`src/rtl/input_acc_pkg.sv`:
```
// Shared types for the input-accumulator scheduler: data width, sample type and FSM state encoding.
package input_acc_pkg;
  localparam int DATA_WIDTH = 16;

  typedef logic signed [DATA_WIDTH-1:0] acc_data_t;

  typedef enum logic [1:0] {
    ST_FILL  = 2'd0,
    ST_DRAIN = 2'd1,
    ST_DONE  = 2'd2
  } input_acc_sched_state_t;
endpackage

```
`src/rtl/input_acc_sched_if.sv`:
```
// Host/NN enqueue handshakes, drain control and accumulator-facing strobes of input_acc_sched.
// The slave modport is the scheduler side; the master modport is the requester/observer side.
interface input_acc_sched_if #(
  parameter int DEPTH = 4
);
  import input_acc_pkg::*;

  logic                       host_valid_in;
  acc_data_t                  host_data_in;
  logic                       host_ready_out;
  logic                       nn_valid_in;
  acc_data_t                  nn_data_in;
  logic                       nn_ready_out;
  logic                       drain_start_in;
  logic                       acc_valid_data_out;
  acc_data_t                  acc_data_out;
  logic                       acc_valid_data_nn_out;
  acc_data_t                  acc_data_nn_out;
  logic                       acc_valid_out;
  logic [$clog2(DEPTH+1)-1:0] occupancy_out;
  logic                       busy_out;
  logic                       done_out;

  modport slave (
    input  host_valid_in, host_data_in, nn_valid_in, nn_data_in, drain_start_in,
    output host_ready_out, nn_ready_out, acc_valid_data_out, acc_data_out,
           acc_valid_data_nn_out, acc_data_nn_out, acc_valid_out,
           occupancy_out, busy_out, done_out
  );

  modport master (
    output host_valid_in, host_data_in, nn_valid_in, nn_data_in, drain_start_in,
    input  host_ready_out, nn_ready_out, acc_valid_data_out, acc_data_out,
           acc_valid_data_nn_out, acc_data_nn_out, acc_valid_out,
           occupancy_out, busy_out, done_out
  );
endinterface

```
`src/rtl/rr_arbiter2.sv`:
```
// Two-requester grant (req[0]=host, req[1]=NN), combinational grant, pointer moves on advance.
// INPUT_ACC_SCHED_RR_EN selects round-robin; otherwise fixed priority with req[1] winning.
module rr_arbiter2 (
  input  logic       clk,
  input  logic       rst,
  input  logic [1:0] req,
  input  logic       advance,
  output logic [1:0] grant
);
`ifdef INPUT_ACC_SCHED_RR_EN
  logic r_ptr; // 0: host preferred, 1: NN preferred

  always_comb begin
    grant = 2'b00;
    if (!r_ptr) begin
      if (req[0])      grant = 2'b01;
      else if (req[1]) grant = 2'b10;
    end else begin
      if (req[1])      grant = 2'b10;
      else if (req[0]) grant = 2'b01;
    end
  end

  // after a host win prefer NN next, and vice versa
  always_ff @(posedge clk) begin
    if (rst)          r_ptr <= 1'b0;
    else if (advance) r_ptr <= grant[0];
  end
`else
  logic w_unused;

  assign grant    = {req[1], req[0] & ~req[1]};
  assign w_unused = &{1'b0, clk, rst, advance};
`endif
endmodule

```
`src/rtl/input_acc_sched.sv`:
```
// Schedules host/NN enqueues into a DEPTH-entry accumulator and drains it on request (FILL/DRAIN/DONE).
// Enqueue strobes follow the accept by one cycle; readies are low when full or not in FILL.
module input_acc_sched
  import input_acc_pkg::*;
#(
  parameter int DEPTH = 4
) (
  input  logic                clk,
  input  logic                rst,
  input_acc_sched_if.slave    bus
);
  localparam int              OCC_W   = $clog2(DEPTH + 1);
  localparam logic [OCC_W-1:0] OCC_MAX = OCC_W'(DEPTH);
  localparam logic [OCC_W-1:0] OCC_ONE = OCC_W'(1);

  input_acc_sched_state_t r_state;
  logic [OCC_W-1:0]       r_occ;
  logic                   r_acc_vld;
  logic                   r_acc_vld_nn;
  logic                   r_deq;
  logic                   r_done;
  logic                   r_busy;
  acc_data_t              r_acc_dat;
  acc_data_t              r_acc_dat_nn;

  logic [1:0]             w_grant;
  logic                   w_open;
  logic                   w_acc_host;
  logic                   w_acc_nn;

  assign w_open     = (r_state == ST_FILL) && (r_occ < OCC_MAX);
  assign w_acc_host = w_open & w_grant[0];
  assign w_acc_nn   = w_open & w_grant[1];

  rr_arbiter2 u_arb (
    .clk     (clk),
    .rst     (rst),
    .req     ({bus.nn_valid_in, bus.host_valid_in}),
    .advance (w_acc_host | w_acc_nn),
    .grant   (w_grant)
  );

  always_ff @(posedge clk) begin
    if (rst) begin
      r_state      <= ST_FILL;
      r_occ        <= '0;
      r_acc_vld    <= 1'b0;
      r_acc_vld_nn <= 1'b0;
      r_deq        <= 1'b0;
      r_done       <= 1'b0;
      r_busy       <= 1'b0;
      r_acc_dat    <= '0;
      r_acc_dat_nn <= '0;
    end else begin
      r_acc_vld    <= 1'b0;
      r_acc_vld_nn <= 1'b0;
      r_deq        <= 1'b0;
      r_done       <= 1'b0;
      case (r_state)
        ST_FILL: begin
          if (w_acc_host) begin
            r_acc_vld <= 1'b1;
            r_acc_dat <= bus.host_data_in;
            r_occ     <= r_occ + OCC_ONE;
          end else if (w_acc_nn) begin
            r_acc_vld_nn <= 1'b1;
            r_acc_dat_nn <= bus.nn_data_in;
            r_occ        <= r_occ + OCC_ONE;
          end
          // an empty drain still reports completion through DONE
          if (bus.drain_start_in) begin
            r_busy <= 1'b1;
            if (r_occ != '0) begin
              r_state <= ST_DRAIN;
              r_deq   <= 1'b1;
            end else begin
              r_state <= ST_DONE;
              r_done  <= 1'b1;
            end
          end
        end
        ST_DRAIN: begin
          r_occ <= r_occ - OCC_ONE;
          if (r_occ == OCC_ONE) begin
            r_state <= ST_DONE;
            r_done  <= 1'b1;
          end else begin
            r_deq <= 1'b1;
          end
        end
        ST_DONE: begin
          r_state <= ST_FILL;
          r_busy  <= 1'b0;
        end
        default: begin
          r_state <= ST_FILL;
          r_busy  <= 1'b0;
        end
      endcase
    end
  end

  assign bus.host_ready_out        = w_acc_host;
  assign bus.nn_ready_out          = w_acc_nn;
  assign bus.acc_valid_data_out    = r_acc_vld;
  assign bus.acc_data_out          = r_acc_dat;
  assign bus.acc_valid_data_nn_out = r_acc_vld_nn;
  assign bus.acc_data_nn_out       = r_acc_dat_nn;
  assign bus.acc_valid_out         = r_deq;
  assign bus.occupancy_out         = r_occ;
  assign bus.busy_out              = r_busy;
  assign bus.done_out              = r_done;
endmodule

```
`src/flat_wrapper.sv`:
```
// flat-port wrapper written by rule: the top's interface ports become plain ports
module input_acc_sched_flat import input_acc_pkg::*;
#(
  parameter int DEPTH = 4
)
  (clk, rst, bus_host_valid_in, bus_host_data_in, bus_nn_valid_in, bus_nn_data_in, bus_drain_start_in, bus_host_ready_out, bus_nn_ready_out, bus_acc_valid_data_out, bus_acc_data_out, bus_acc_valid_data_nn_out, bus_acc_data_nn_out, bus_acc_valid_out, bus_occupancy_out, bus_busy_out, bus_done_out);
  input_acc_sched_if #(.DEPTH(DEPTH)) bus_i ();
  input  logic clk;
  input  logic rst;
  input wire logic [$bits(bus_i.host_valid_in)-1:0] bus_host_valid_in;
  input wire logic [$bits(bus_i.host_data_in)-1:0] bus_host_data_in;
  input wire logic [$bits(bus_i.nn_valid_in)-1:0] bus_nn_valid_in;
  input wire logic [$bits(bus_i.nn_data_in)-1:0] bus_nn_data_in;
  input wire logic [$bits(bus_i.drain_start_in)-1:0] bus_drain_start_in;
  output wire logic [$bits(bus_i.host_ready_out)-1:0] bus_host_ready_out;
  output wire logic [$bits(bus_i.nn_ready_out)-1:0] bus_nn_ready_out;
  output wire logic [$bits(bus_i.acc_valid_data_out)-1:0] bus_acc_valid_data_out;
  output wire logic [$bits(bus_i.acc_data_out)-1:0] bus_acc_data_out;
  output wire logic [$bits(bus_i.acc_valid_data_nn_out)-1:0] bus_acc_valid_data_nn_out;
  output wire logic [$bits(bus_i.acc_data_nn_out)-1:0] bus_acc_data_nn_out;
  output wire logic [$bits(bus_i.acc_valid_out)-1:0] bus_acc_valid_out;
  output wire logic [$bits(bus_i.occupancy_out)-1:0] bus_occupancy_out;
  output wire logic [$bits(bus_i.busy_out)-1:0] bus_busy_out;
  output wire logic [$bits(bus_i.done_out)-1:0] bus_done_out;
  assign bus_i.host_valid_in = bus_host_valid_in;
  assign bus_i.host_data_in = bus_host_data_in;
  assign bus_i.nn_valid_in = bus_nn_valid_in;
  assign bus_i.nn_data_in = bus_nn_data_in;
  assign bus_i.drain_start_in = bus_drain_start_in;
  assign bus_host_ready_out = bus_i.host_ready_out;
  assign bus_nn_ready_out = bus_i.nn_ready_out;
  assign bus_acc_valid_data_out = bus_i.acc_valid_data_out;
  assign bus_acc_data_out = bus_i.acc_data_out;
  assign bus_acc_valid_data_nn_out = bus_i.acc_valid_data_nn_out;
  assign bus_acc_data_nn_out = bus_i.acc_data_nn_out;
  assign bus_acc_valid_out = bus_i.acc_valid_out;
  assign bus_occupancy_out = bus_i.occupancy_out;
  assign bus_busy_out = bus_i.busy_out;
  assign bus_done_out = bus_i.done_out;
  input_acc_sched #(.DEPTH(DEPTH)) u_core (.clk(clk), .rst(rst), .bus(bus_i));
endmodule
```
`config.mk`:
```
export PLATFORM = sky130hd
export DESIGN_NAME = input_acc_sched_flat
export DESIGN_NICKNAME = d
export VERILOG_FILES = /design/src/rtl/input_acc_pkg.sv /design/src/rtl/input_acc_sched_if.sv /design/src/rtl/rr_arbiter2.sv /design/src/rtl/input_acc_sched.sv /design/src/flat_wrapper.sv
export SDC_FILE = /design/constraint.sdc
export NUM_CORES = 1
export LEC_CHECK = 0
export ABC_CLOCK_PERIOD_IN_PS = 2200
export CAP_MARGIN = 20
export CORE_ASPECT_RATIO = 0.7
export CORE_MARGIN = 5
export CORE_UTILIZATION = 40
export CTS_CLUSTER_DIAMETER = 30
export DETAILED_ROUTE_END_ITERATION = 12
export GPL_TIMING_DRIVEN = 1
export PLACE_DENSITY = 0.77
export SLEW_MARGIN = 10
export SYNTH_ARGS = -nofsm -noshare
export SYNTH_HDL_FRONTEND = slang
export SYNTH_HIERARCHICAL = 1
export SYNTH_SLANG_ARGS = --single-unit
```
`constraint.sdc`:
```
create_clock -name clk -period 2.2 [get_ports clk]
set_clock_uncertainty 0.2 [all_clocks]
set_input_delay 0.55 -clock clk [delete_from_list [all_inputs] [get_ports clk]]
set_output_delay 0.55 -clock clk [all_outputs]
set_load 0.1 [all_outputs]
```
==> results.yml <==
global_routing:
  grt_pass1_wl_um: 7910
  grtUsageTotal_pct: 17.6
  grt_max_degree: 28
  gr-total-overflow: 0
  grt_pass1_vias: 1638
  antenna_found_initial: 0
timing:
  clock.fmax_mhz: 444
  hold_slack_ns: 0.293
  period_needed_ns: 2.25
  relSlewSlack_pct: 78.0
  worst_pin_slew_ns: 0.330
  slew_viol_final: 0
  setup_viol: 2
  finalCritPeriodShare_pct: 102
  finalHoldViolCount: 0
  fin_tns_setup_ns: -0.0776
  timing.final.ws_setup_ns: -0.0507
  rsz0062_at_grt: "yes"
critical_path:
  crit_chain: "buf_8 -> nor2b_4 -> or4b_4 -> clkinv_4 -> buf_12"
  rr_startpoint: "u_core/bus.occupancy_out[2]"
  r2r_end: "u_core/bus.acc_valid_data_nn_out"
  rr_worst_depth: 6
  reg2reg_setup_slack_ns: 0.34
  cp.arrival_ns: 1.50
  worstSetupPathType: "input port to primary output"
  crit_fanout: 2
  required_ns: 1.45
  crit_path_end_kind: "primary output"
  critPathLaunchType: "input port"
  slowest_delay_ns: 0.50
  slowest_stage: "or4b_4"
logic_synthesis:
  syn_area_um2: 1770
  syn_nets: 242
  netlist_instances: 201
  avgSynthCellArea_um2: 8.78
  yosys_warnings: 6
clock_network:
  clock_latency_ns: 0.29
  clkSinkCount: 42
  cts_buffer_depth: 2
  cts_max_level: 2
  ctsHoldBuffers: 0
  cts_tree: "yes"
  cts_made_buffers: 5
  clockRootBuffer: "clkbuf_8"
  clk_pin_slew_ns: 0.07
die:
  die_area_um2: 5860
  die_h_um: 65.6
  start_util_pct: 41.0
  fp-row-count: 20
  die-width_um: 89.4
  ios: 79
  core_um2: 4300
placement:
  gp_congestion: 0.821
  placed_area_um2: 2990
  portBuffers: 78
  dp_hpwl_um: 3590
hold_path:
  hp-start: "u_core/bus.acc_data_out[6]"
  hold_class: "register to register"
  min_path_cells: 2
  worstHoldEndpoint: "u_core/bus.acc_data_out[6]"
detailed_routing:
  drt_wl_total_um: 4940
  post_drt_via_cell_ratio: 5.04
  drtIter0Drc: 75
  ant_nets: 0
  dr.pass1.iters: 4
  vias: 1729
  drc: 0
  wire_per_inst_um: 14.4
cells_and_area:
  final_area_um2: 3130
  syn_to_final_growth_pct: 77.1
  drive_gt1_share_pct: 29.2
  nets: 328
  n_antenna_cell: 0
power_and_ir_drop:
  total_leakage_power_uw: 0.00120
  max-vdd-ir-drop_v: 0.000967
  p_per_area_nw_per_um2: 1260
run_status:
  outcome: "finished, violations left"
  violations: "negative setup slack"
job:
  max_cap_violations: 0
## area by class of cell
class / instances / area [um2]
inverter: 7 / 43.8
clock buffer: 8 / 80.1
timing repair buffer: 97 / 1350
sequential: 42 / 845
fill: 345 / 1180
multi-input combinational: 134 / 744
tap: 55 / 68.8
## stage by stage
| stage | total power [uW] | setup slack [ns] | cells | util, % |
|---|---|---|---|---|
| 3_3_place_gp | 3420 | -0.494 | 329 | 69.5 |
| 5_1_grt | 4130 | -0.0638 | 343 | 72.6 |
| 3_5_place_dp | 3450 | -0.496 | 329 | 69.5 |
| 2_1_floorplan | 2640 | -0.0649 | 201 | - |
| 6_report | 3950 | -0.0507 | 343 | 72.6 |
| 4_1_cts | 3920 | -0.0407 | 338 | 71.7 |
## critical path, delay by kind of cell
family | cells | cell delay, ns
buf+inv | 3 | 0.33
simple gates | 2 | 0.61
## routing by layer
layer | vias up | track usage [%] | share of wire [%]
met4 | 0 | 5.95 | 1.6
met1 | 801 | 24.4 | 43
met5 | - | 0 | 0
li1 | 852 | - | -
met2 | 68 | 24.4 | 44
met3 | 8 | 7.27 | 12
## how the worst max path moves through the flow
| stage | from | slack, ns | depth (start not counted) | endpoint |
|---|---|---|---|---|
| global route | bus_nn_valid_in | -0.06 | 5 | bus_host_ready_out |
| finish | bus_nn_valid_in | -0.05 | 5 | bus_host_ready_out |
| CTS | bus_nn_valid_in | -0.04 | 5 | bus_host_ready_out |
| floorplan | bus_host_valid_in | -0.06 | 5 | bus_host_ready_out |
| global placement | bus_nn_valid_in | -0.49 | 5 | bus_nn_ready_out |
| detailed placement | bus_nn_valid_in | -0.50 | 5 | bus_nn_ready_out |
## flip-flops by register name, indices dropped and copies added (netlist names)
name / count
u_core/bus.done_out: 1
u_core/bus.busy_out: 1
u_core/bus.occupancy_out: 3
u_core/bus.acc_valid_out: 1
u_core/bus.acc_data_nn_out: 16
u_core/bus.acc_data_out: 16
u_core/bus.acc_valid_data_out: 1
u_core/bus.acc_valid_data_nn_out: 1
u_core/r_state: 2
## power by group
part	internal [uW]	total [uW]	switching [uW]	leakage [uW]
registers	910	1070	161	0.000344
logic	881	2410	1530	0.000814
clock network	226	469	244	0.0000395
## cell usage in the layout, fill, tap and decap left out, types with 2 or more instances in the layout
cell,n
nand3_1,17
a21oi_1,26
ha_1,4
clkbuf_8,5
buf_4,19
o21ai_0,17
clkbuf_1,3
nor2_1,8
clkdlybuf4s50_1,33
or4b_4,2
dfxtp_1,41
nor4_1,5
inv_1,4
a21oi_2,8
buf_12,42
nor3_1,2
nand2_1,33
a22oi_1,2
## what timing repair did
item,4_1_cts,5_1_grt
endpoints found under the setup margin,10,2
resized for setup,10,1
setup buffers,1,5
pin swaps,0,1
Note: power is estimated with default switching activity, not from simulation.
